==> src/rtl/ctrl_pkg.sv <==
// ctrl_pkg: shared definitions for the RV32I(+M) decode stage.
// Holds opcode and funct7 constants, the ALU operation encodings, the
// writeback result-source encodings, the registered control-bundle struct
// and the funct3 -> ALU operation helper shared by R-type and I-type ALU decode.
package ctrl_pkg;

  localparam logic [6:0] OP_R      = 7'b0110011;
  localparam logic [6:0] OP_IALU   = 7'b0010011;
  localparam logic [6:0] OP_LOAD   = 7'b0000011;
  localparam logic [6:0] OP_STORE  = 7'b0100011;
  localparam logic [6:0] OP_BRANCH = 7'b1100011;
  localparam logic [6:0] OP_LUI    = 7'b0110111;
  localparam logic [6:0] OP_AUIPC  = 7'b0010111;
  localparam logic [6:0] OP_JAL    = 7'b1101111;
  localparam logic [6:0] OP_JALR   = 7'b1100111;

  localparam logic [6:0] F7_BASE   = 7'b0000000;
  localparam logic [6:0] F7_ALT    = 7'b0100000;
  localparam logic [6:0] F7_MULDIV = 7'b0000001;

  typedef enum logic [3:0] {
    ALU_ADD   = 4'd0,
    ALU_SUB   = 4'd1,
    ALU_AND   = 4'd2,
    ALU_OR    = 4'd3,
    ALU_XOR   = 4'd4,
    ALU_SLT   = 4'd5,
    ALU_SLTU  = 4'd6,
    ALU_SLL   = 4'd7,
    ALU_SRL   = 4'd8,
    ALU_SRA   = 4'd9,
    ALU_PASSB = 4'd10,
    ALU_MUL   = 4'd11
  } alu_op_t;

  typedef enum logic [1:0] {
    RES_ALU = 2'b00,
    RES_MEM = 2'b01,
    RES_PC4 = 2'b10
  } result_src_t;

  typedef struct packed {
    logic        reg_write;
    logic        mem_write;
    result_src_t result_src;
    logic        branch;
    logic        jump;
    logic        alu_src_a;
    logic        alu_src_b;
    logic        lui;
    alu_op_t     alu_op;
  } ctrl_bundle_t;

  // Common funct3 map for register and immediate ALU ops; SUB is chosen by
  // the caller because only R-type may select it.
  function automatic alu_op_t alu_from_funct3(input logic [2:0] funct3,
                                              input logic       arith_shift);
    alu_op_t op;
    case (funct3)
      3'b000:  op = ALU_ADD;
      3'b001:  op = ALU_SLL;
      3'b010:  op = ALU_SLT;
      3'b011:  op = ALU_SLTU;
      3'b100:  op = ALU_XOR;
      3'b101:  op = arith_shift ? ALU_SRA : ALU_SRL;
      3'b110:  op = ALU_OR;
      default: op = ALU_AND;
    endcase
    return op;
  endfunction

endpackage

==> src/rtl/ctrl_decode_comb.sv <==
// ctrl_decode_comb: purely combinational RV32I(+optional MUL) decoder.
// Ports:
//   instr   in  32  instruction word
//   bundle  out     decoded control bundle (all zero when illegal)
//   illegal out 1   instruction is not in the supported set
module ctrl_decode_comb
  import ctrl_pkg::*;
#(
  parameter bit ENABLE_M = 1'b0
) (
  input  logic [31:0]  instr,
  output ctrl_bundle_t bundle,
  output logic         illegal
);

  logic [6:0]   opcode;
  logic [2:0]   funct3;
  logic [6:0]   funct7;
  logic         unused_fields;
  ctrl_bundle_t dec;
  logic         ill;

  assign opcode        = instr[6:0];
  assign funct3        = instr[14:12];
  assign funct7        = instr[31:25];
  assign unused_fields = ^{instr[24:15], instr[11:7]};

  always_comb begin
    dec = '0;
    ill = 1'b0;
    case (opcode)
      OP_R: begin
        dec.reg_write = 1'b1;
        dec.alu_src_b = 1'b0;
        if (funct7 == F7_BASE) begin
          dec.alu_op = alu_from_funct3(funct3, 1'b0);
        end else if (funct7 == F7_ALT) begin
          if (funct3 == 3'b000)      dec.alu_op = ALU_SUB;
          else if (funct3 == 3'b101) dec.alu_op = ALU_SRA;
          else                       ill = 1'b1;
        end else if (funct7 == F7_MULDIV && ENABLE_M && funct3 == 3'b000) begin
          dec.alu_op = ALU_MUL;
        end else begin
          ill = 1'b1;
        end
      end
      OP_IALU: begin
        dec.reg_write = 1'b1;
        dec.alu_src_b = 1'b1;
        dec.alu_op    = alu_from_funct3(funct3, funct7[5]);
        // Shift immediates carry a function code in imm[11:5].
        if ((funct3 == 3'b001 || funct3 == 3'b101) &&
            funct7 != F7_BASE && funct7 != F7_ALT)
          ill = 1'b1;
      end
      OP_LOAD: begin
        dec.reg_write  = 1'b1;
        dec.alu_src_b  = 1'b1;
        dec.result_src = RES_MEM;
        dec.alu_op     = ALU_ADD;
        if (funct3 == 3'b011 || funct3 == 3'b110 || funct3 == 3'b111) ill = 1'b1;
      end
      OP_STORE: begin
        dec.mem_write = 1'b1;
        dec.alu_src_b = 1'b1;
        dec.alu_op    = ALU_ADD;
        if (funct3 > 3'b010) ill = 1'b1;
      end
      OP_BRANCH: begin
        dec.branch    = 1'b1;
        dec.alu_src_b = 1'b0;
        dec.alu_op    = ALU_SUB;
        if (funct3 == 3'b010 || funct3 == 3'b011) ill = 1'b1;
      end
      OP_LUI: begin
        dec.reg_write = 1'b1;
        dec.lui       = 1'b1;
        dec.alu_src_b = 1'b1;
        dec.alu_op    = ALU_PASSB;
      end
      OP_AUIPC: begin
        dec.reg_write = 1'b1;
        dec.alu_src_a = 1'b1;
        dec.alu_src_b = 1'b1;
        dec.alu_op    = ALU_ADD;
      end
      OP_JAL: begin
        dec.reg_write  = 1'b1;
        dec.jump       = 1'b1;
        dec.result_src = RES_PC4;
        dec.alu_src_a  = 1'b1;
        dec.alu_src_b  = 1'b1;
        dec.alu_op     = ALU_ADD;
      end
      OP_JALR: begin
        dec.reg_write  = 1'b1;
        dec.jump       = 1'b1;
        dec.result_src = RES_PC4;
        dec.alu_src_b  = 1'b1;
        dec.alu_op     = ALU_ADD;
        if (funct3 != 3'b000) ill = 1'b1;
      end
      default: ill = 1'b1;
    endcase
    // Illegal instructions must not enable anything downstream.
    if (ill) dec = '0;
  end

  assign bundle  = dec;
  assign illegal = ill;

endmodule

==> src/rtl/ctrl_decode_stage.sv <==
// ctrl_decode_stage: decode stage between the IF/ID register and execute.
// Decodes instr_d and registers the control bundle into the ID/EX boundary
// behind a valid/ready handshake, with flush and an illegal-instruction count.
// Ports:
//   clk, rst (async, active-low)
//   instr_d/in_valid/in_ready    upstream handshake
//   flush                        kills the registered bundle and any offer
//   out_valid/out_ready          downstream handshake
//   reg_write_e .. alu_ctrl_e    registered control bundle
//   illegal_e                    registered bundle came from an illegal word
//   ill_count                    saturating count of accepted illegal words
module ctrl_decode_stage
  import ctrl_pkg::*;
#(
  parameter bit ENABLE_M  = 1'b0,
  parameter int ALUC_W    = 4,
  parameter int ILL_CNT_W = 8
) (
  input  logic                 clk,
  input  logic                 rst,
  input  logic [31:0]          instr_d,
  input  logic                 in_valid,
  output logic                 in_ready,
  input  logic                 flush,
  output logic                 out_valid,
  input  logic                 out_ready,
  output logic                 reg_write_e,
  output logic                 mem_write_e,
  output logic [1:0]           result_src_e,
  output logic                 branch_e,
  output logic                 jump_e,
  output logic                 alu_src_a_e,
  output logic                 alu_src_b_e,
  output logic                 lui_e,
  output logic [ALUC_W-1:0]    alu_ctrl_e,
  output logic                 illegal_e,
  output logic [ILL_CNT_W-1:0] ill_count
);

  if (ALUC_W < 4) begin : g_bad_aluc_w
    $error("ALUC_W must be at least 4");
  end

  function automatic logic [ILL_CNT_W-1:0] sat_inc(input logic [ILL_CNT_W-1:0] v);
    return (v == '1) ? v : v + ILL_CNT_W'(1);
  endfunction

  ctrl_bundle_t          bundle_p0;
  logic                  illegal_p0;
  ctrl_bundle_t          bundle_p1;
  logic                  illegal_p1;
  logic                  vld_p1;
  logic [ILL_CNT_W-1:0]  ill_cnt_p1;
  logic                  take_p0;
  logic [3:0]            alu_code_p1;

  // ---- p0: combinational decode of the IF/ID word ----
  ctrl_decode_comb #(
    .ENABLE_M (ENABLE_M)
  ) u_decode (
    .instr   (instr_d),
    .bundle  (bundle_p0),
    .illegal (illegal_p0)
  );

  // Flush still reports ready so upstream treats the dropped word as consumed.
  assign in_ready = !vld_p1 || out_ready;
  assign take_p0  = in_valid && in_ready && !flush;

  // ---- p0 -> p1: ID/EX boundary register ----
  always_ff @(posedge clk or negedge rst) begin
    if (!rst) begin
      vld_p1     <= 1'b0;
      bundle_p1  <= '0;
      illegal_p1 <= 1'b0;
    end else if (flush) begin
      vld_p1     <= 1'b0;
      bundle_p1  <= '0;
      illegal_p1 <= 1'b0;
    end else if (in_ready) begin
      // Taking a word or emitting a bubble; holding is the implicit else.
      vld_p1     <= in_valid;
      bundle_p1  <= in_valid ? bundle_p0 : '0;
      illegal_p1 <= in_valid && illegal_p0;
    end
  end

  always_ff @(posedge clk or negedge rst) begin
    if (!rst) begin
      ill_cnt_p1 <= '0;
    end else if (take_p0 && illegal_p0) begin
      ill_cnt_p1 <= sat_inc(ill_cnt_p1);
    end
  end

  // ---- p1: drive the execute-stage outputs ----
  assign alu_code_p1  = bundle_p1.alu_op;
  assign out_valid    = vld_p1;
  assign reg_write_e  = bundle_p1.reg_write;
  assign mem_write_e  = bundle_p1.mem_write;
  assign result_src_e = bundle_p1.result_src;
  assign branch_e     = bundle_p1.branch;
  assign jump_e       = bundle_p1.jump;
  assign alu_src_a_e  = bundle_p1.alu_src_a;
  assign alu_src_b_e  = bundle_p1.alu_src_b;
  assign lui_e        = bundle_p1.lui;
  assign alu_ctrl_e   = ALUC_W'(alu_code_p1);
  assign illegal_e    = illegal_p1;
  assign ill_count    = ill_cnt_p1;

endmodule

==> config.mk <==
export PLATFORM = sky130hd
export DESIGN_NAME = ctrl_decode_stage
export DESIGN_NICKNAME = d
export VERILOG_FILES = /design/src/rtl/ctrl_pkg.sv /design/src/rtl/ctrl_decode_comb.sv /design/src/rtl/ctrl_decode_stage.sv
export SDC_FILE = /design/constraint.sdc
export NUM_CORES = 1
export LEC_CHECK = 0
export ABC_AREA = 1
export CAP_MARGIN = 10
export CORE_UTILIZATION = 43
export DETAILED_ROUTE_END_ITERATION = 8
export HOLD_SLACK_MARGIN = 0.08
export PLACE_DENSITY = 0.84
export SETUP_SLACK_MARGIN = 0.3
export SYNTH_ARGS = -nofsm -noshare
export SYNTH_HDL_FRONTEND = slang
export SYNTH_SLANG_ARGS = --single-unit
==> constraint.sdc <==
create_clock -name clk -period 2.04 [get_ports clk]
set_clock_uncertainty 0.1 [all_clocks]
set_input_delay 0.408 -clock clk [delete_from_list [all_inputs] [get_ports clk]]
set_output_delay 0.408 -clock clk [all_outputs]
set_load 0.02 [all_outputs]
# == Word level (Yosys, flattened, before mapping) ==
# Index checks and enable logic that the tools add are counted.
# word_totals
reg_bits,23
input_bits,37
output_inout_bits,24
wordCells,92
# op_classes
n_addsub,1
order_cmp,1
eq_ne,19
muxes,34
bitwise,1
reduce_logical,24
# op_table
operator,n
4-bit case mux with 7 select lines,2
13-bit 2-to-1 mux,4
7-bit by 6-bit equality test with 1-bit output (second input constant),4
7-bit equality test (second input constant),3
1-bit 2-to-1 mux,21
4-bit 2-to-1 mux,4
4-bit case mux with 4 select lines,1
7-bit by 5-bit equality test with 1-bit output (second input constant),2
7-bit OR reduction,2
3-bit equality test (second input constant),4
8-bit by 1-bit adder with 8-bit output (second input constant),1
8-bit equality test (second input constant),1
7-bit by 2-bit equality test with 1-bit output (second input constant),1
7-bit zero test,1
7-bit by 6-bit inequality test with 1-bit output (second input constant),1
1-bit case mux with 7 select lines,1
7-bit nonzero test,1
3-bit by 2-bit equality test with 1-bit output (second input constant),2
1-bit logical AND,6
1-bit logical OR,5
2-bit case mux with 2 select lines,1
2-bit OR reduction,2
3-bit by 1-bit equality test with 1-bit output (second input constant),1
3-bit by 2-bit greater-than comparator with 1-bit output (second input constant),1
7 further kinds,8

# == Longest topological paths before layout ==
# logic_depth
word_depth,10
mapped_depth,12
ltp_nobuf,11

# == Modules after synthesis ==
# Synthesis repeated with hierarchy kept, for this count alone.
# unflattened
hier_cells,255
area_unflattened_um2,1725.4
# modules_own_cells
mod,instances,cells_each,area_per_inst_um2,seq_area_each_um2
ctrl_decode_stage,1,138,1167.4,575.6
ctrl_decode_comb,1,117,558.0,0.0

# == Worst setup path before layout ==
# Ideal clock, no wire load.
# synth_timing
kind,register -> register
start,"register ill_cnt_p1[0], in the netlist ill_count[0]"
end,"register ill_cnt_p1[2], in the netlist ill_count[2]"
arrival_time_ns,1.455
required_ns,1.874
path_slack_ns,0.419
stages_incl_launch_ff,8
synth_period_minus_slack_ns,1.621
path_cell_list,dfrtp_1 ha_1 nand3_1 nor2_1 nand3_1 nand3_2 nand2_1 nand2_1
# synth_between
elab_chain_cells,3
elab_cells_between_ends,4
classes_between,add/sub: 1; eq/ne: 1; bitwise: 1; reduce/logical: 1
# synth_lines
item,line_no,rtl
from (decl),ctrl_decode_stage.sv:53,logic [ILL_CNT_W-1:0] ill_cnt_p1;
from (signal assigned),ctrl_decode_stage.sv:92,ill_cnt_p1 <= sat_inc(ill_cnt_p1);
branches (longest 3 deep; another with 8-bit by 1-bit adder with 8-bit output),-,
# Several ways; the timed one is not identified.
# A chain may end at the register's enable or synchronous reset.

# == Worst setup path after layout ==
# layout_timing
start,"register ill_cnt_p1[1], in the netlist ill_count[1]"
end,"register ill_cnt_p1[5], in the netlist ill_count[5]"
# The elaborated chain is that of the path after synthesis.

==> key figures <==
Outcome
  – Status: completed

Synthesis
  – Yosys reg bits: 22
  – Sequential area share after synthesis: 36.45%
  – Synth Area in Simple Gates: 46.23%
  – Number of distinct library cells after synthesis: 28
  – Main combinational cell family by area after synthesis: simple AND/OR/NAND/NOR gates
  – Syn nets: 257
  – Top cells by area, synth: dfrtp_1, nand2_1, inv_1, nor2_1, nand3_1
  – Synth Instances: 219
  – Synthesis Warnings: 0
  – Syn Area/Cell: 6.896 sq um
  – Multiplexer share of the synthesized area: 0%
  – Synth top area share: 36.45%
  – Post-Syn Area: 0.001510 sq mm
  – Synth Area in XOR/XNOR: 3.480%
  – Synth Area in Compound Gates: 5.220%
  – Synth area leader: dfrtp_1
  – Adder-cell share of the synthesized area: 0.8285%

Critical path
  – Critical-path cell list: ha_1 -> nand3_1 -> nor2_2 -> nand3_4 -> nand3_4 -> nand2_2 -> nand2_2
  – Critical Path Source Type: flip-flop
  – Critical path's largest stage delay: 460 ps
  – Family with the most delay on the worst path: simple AND/OR/NAND/NOR gates
  – Crit-path slowest cell: dfrtp_1
  – Worst setup EP type: flip-flop
  – Critical path fanouts, max: 9
  – WP data arrival: 1880 ps
  – WP data required: 2190 ps
  – Crit Path Category: flip-flop to flip-flop
  – WP buf/inv: 0

Finish
  – Most common cell after layout, fill and taps aside: nand2_1
  – Layout area overhead: 59.90%
  – Nets: 342
  – Finished Layout Cells: 348
  – Layout cells sized above 1: 34.77%
  – Fillers: 297
  – Commonest non-fill, non-tap cells in the layout: nand2_1, buf_4, dlygate4sd2_1, dfrtp_1
  – N_diodes: 0

Drt
  – Routed len/inst: 12.55 um
  – DR pass1 iterations: 4
  – Vias: 1744
  – Vias/cell: 5.011
  – Total Wirelength: 4369 um
  – Routed Antenna Nets: 0
  – DR iter-0 viols: 111
  – DRC: 0

CTS
  – Clk slew on worst S/H paths: 120 ps
  – Maximum root-to-sink buffer count: 2
  – Clock tree sinks: 22
  – CTS tree: done
  – Clk root buf: clkbuf_4
  – Skew-Pair Late Insertion Delay: 310 ps
  – H-tree depth: 1
  – Cts hold-fix bufs: 0
  – TritonCTS buffer count: 3

Placement
  – DPL Wire Length: 2770 um
  – Port Buffers: 45
  – Dpl ws: -209.8 ps
  – Placer Congestion: 0.9270
  – Inst Count DP: 333

STA
  – WHS: 328.7 ps
  – Slew HR: 64.71%
  – Unrepaired setup endpoints after global routing: false
  – Final worst-path cycle share: 84.61%
  – Tmin final: 1726 ps
  – Worst-margin pin slew: 528.9 ps
  – Endpoints failing setup: 0
  – Setup ws final: 314.0 ps
  – Max Slew Vio Count: 0
  – Final Hold Viols: 0
  – Fmax: 579.4 MHz
  – TNS Setup: 0 ps

GRT
  – Overflow after GRT: 0
  – Routing usage on met1: 27.82%
  – Most Crowded Layer GR: met2
  – Antenna violations before repair: 0
  – Number of global-route vias before repair: 1506
  – Largest net degree at the start of global routing: 23
  – GR Util met3: 3.571%
  – GR Layer Usage met2: 38.82%
  – GRT Total Usage: 22.17%
  – First-pass GRT wire length: 6216 um

Floorplanning
  – Die Area: 0.003753 sq mm
  – I/O pins: 61
  – DIE HEIGHT: 61.26 um
  – Initial Util: 44.90%
  – Core Footprint: 0.003363 sq mm
  – Row Count: 21
  – Die Wd: 61.26 um

Power
  – P per Cell Area: 452.2 mW/mm^2
  – Peak supply drop: 0.0001797 V
  – LEAKAGE: 1.429 nW
  – Power Total: 1.092 mW

Hold path
  – Hold Path Class: input port to async pin

Run
  – Max Cap Viol: 0
-- state kept, by name, indices dropped and copies added, names as in the netlist --
register,flops
ill_count,8
alu_ctrl_e,4
result_src_e,2
alu_src_a_e,1
alu_src_b_e,1
branch_e,1
illegal_e,1
lui_e,1
mem_write_e,1
out_valid,1
reg_write_e,1
-- logic make-up after synthesis --
logic type | after synthesis
AOI/OAI and AO/OA | 12
xor gates and xnor gates | 6
adders and majority gates | 1
buffers and inverters | 28
DFF | 22
and+or+nand+nor | 150
-- cells in the mapped netlist, drive strengths merged --
cell type	count
nor3	4
inv	23
or2	1
a21oi	7
nor2	27
dfrtp	22
nand3	17
nand2	91
o21ai	4
nand4	10
xnor2	2
clkbuf	2
buf	2
ha	1
o2111ai	1
clkinv	1
xor2	4
-- worst paths after layout --
kind	startpoint	to	slack, ps	cells after the start
worst max-delay path	ill_count[1]$_DFFE_PN0P_	ill_count[5]$_DFFE_PN0P_	310	7
worst min-delay path	rst	ill_count[4]$_DFFE_PN0P_	330	2
worst max register to register	ill_count[1]$_DFFE_PN0P_	ill_count[5]$_DFFE_PN0P_	310	7
worst min register to register	alu_ctrl_e[0]$_DFFE_PN0P_	alu_ctrl_e[0]$_DFFE_PN0P_	390	2
max in group asynchronous	rst	mem_write_e$_DFFE_PN0P_	1280	2
min in group clk	alu_ctrl_e[0]$_DFFE_PN0P_	alu_ctrl_e[0]$_DFFE_PN0P_	390	2
-- layout make-up --
type	count	area, sq um	share of cell area [%]
Timing Repair Buffer	84	699.4	28.96
Sequential cell	22	550.5	22.80
Inverter	24	92.59	3.834
Multi-Input combinational cell	169	992.2	41.09
Tap cell	46	57.56	2.383
Clock buffer	3	22.52	0.9326
-- per-stage QoR --
step	utilization [%]	instance area, sq um
after floorplan	-	1510
after global placement	65.25	2195
after detailed placement	65.25	2195
after CTS	67.41	2267
after global routing	71.80	2415
final	71.80	2415
-- layer usage --
| layer | vias up | share of wire (%) |
|---|---|---|
| met5 | - | 0 |
| met4 | 0 | 1.9 |
| met3 | 11 | 5.7 |
| met2 | 73 | 53 |
| met1 | 794 | 39 |
| li1 | 866 | - |
-- power breakdown --
part / internal (mW) / switching (mW) / leakage (nW)
logic: 0.155 / 0.215 / 1.11
registers: 0.475 / 0.0514 / 0.300
clock network: 0.0690 / 0.126 / 0.0138
-- what timing repair did --
action / CTS / global route
pin swaps: 9 / 20
setup endpoints to repair: 44 / 20
gates resized for setup: 45 / 56
buffers inserted: 6 / 5
gates cloned: 1 / 0
Power figures use the tool's default switching activity.
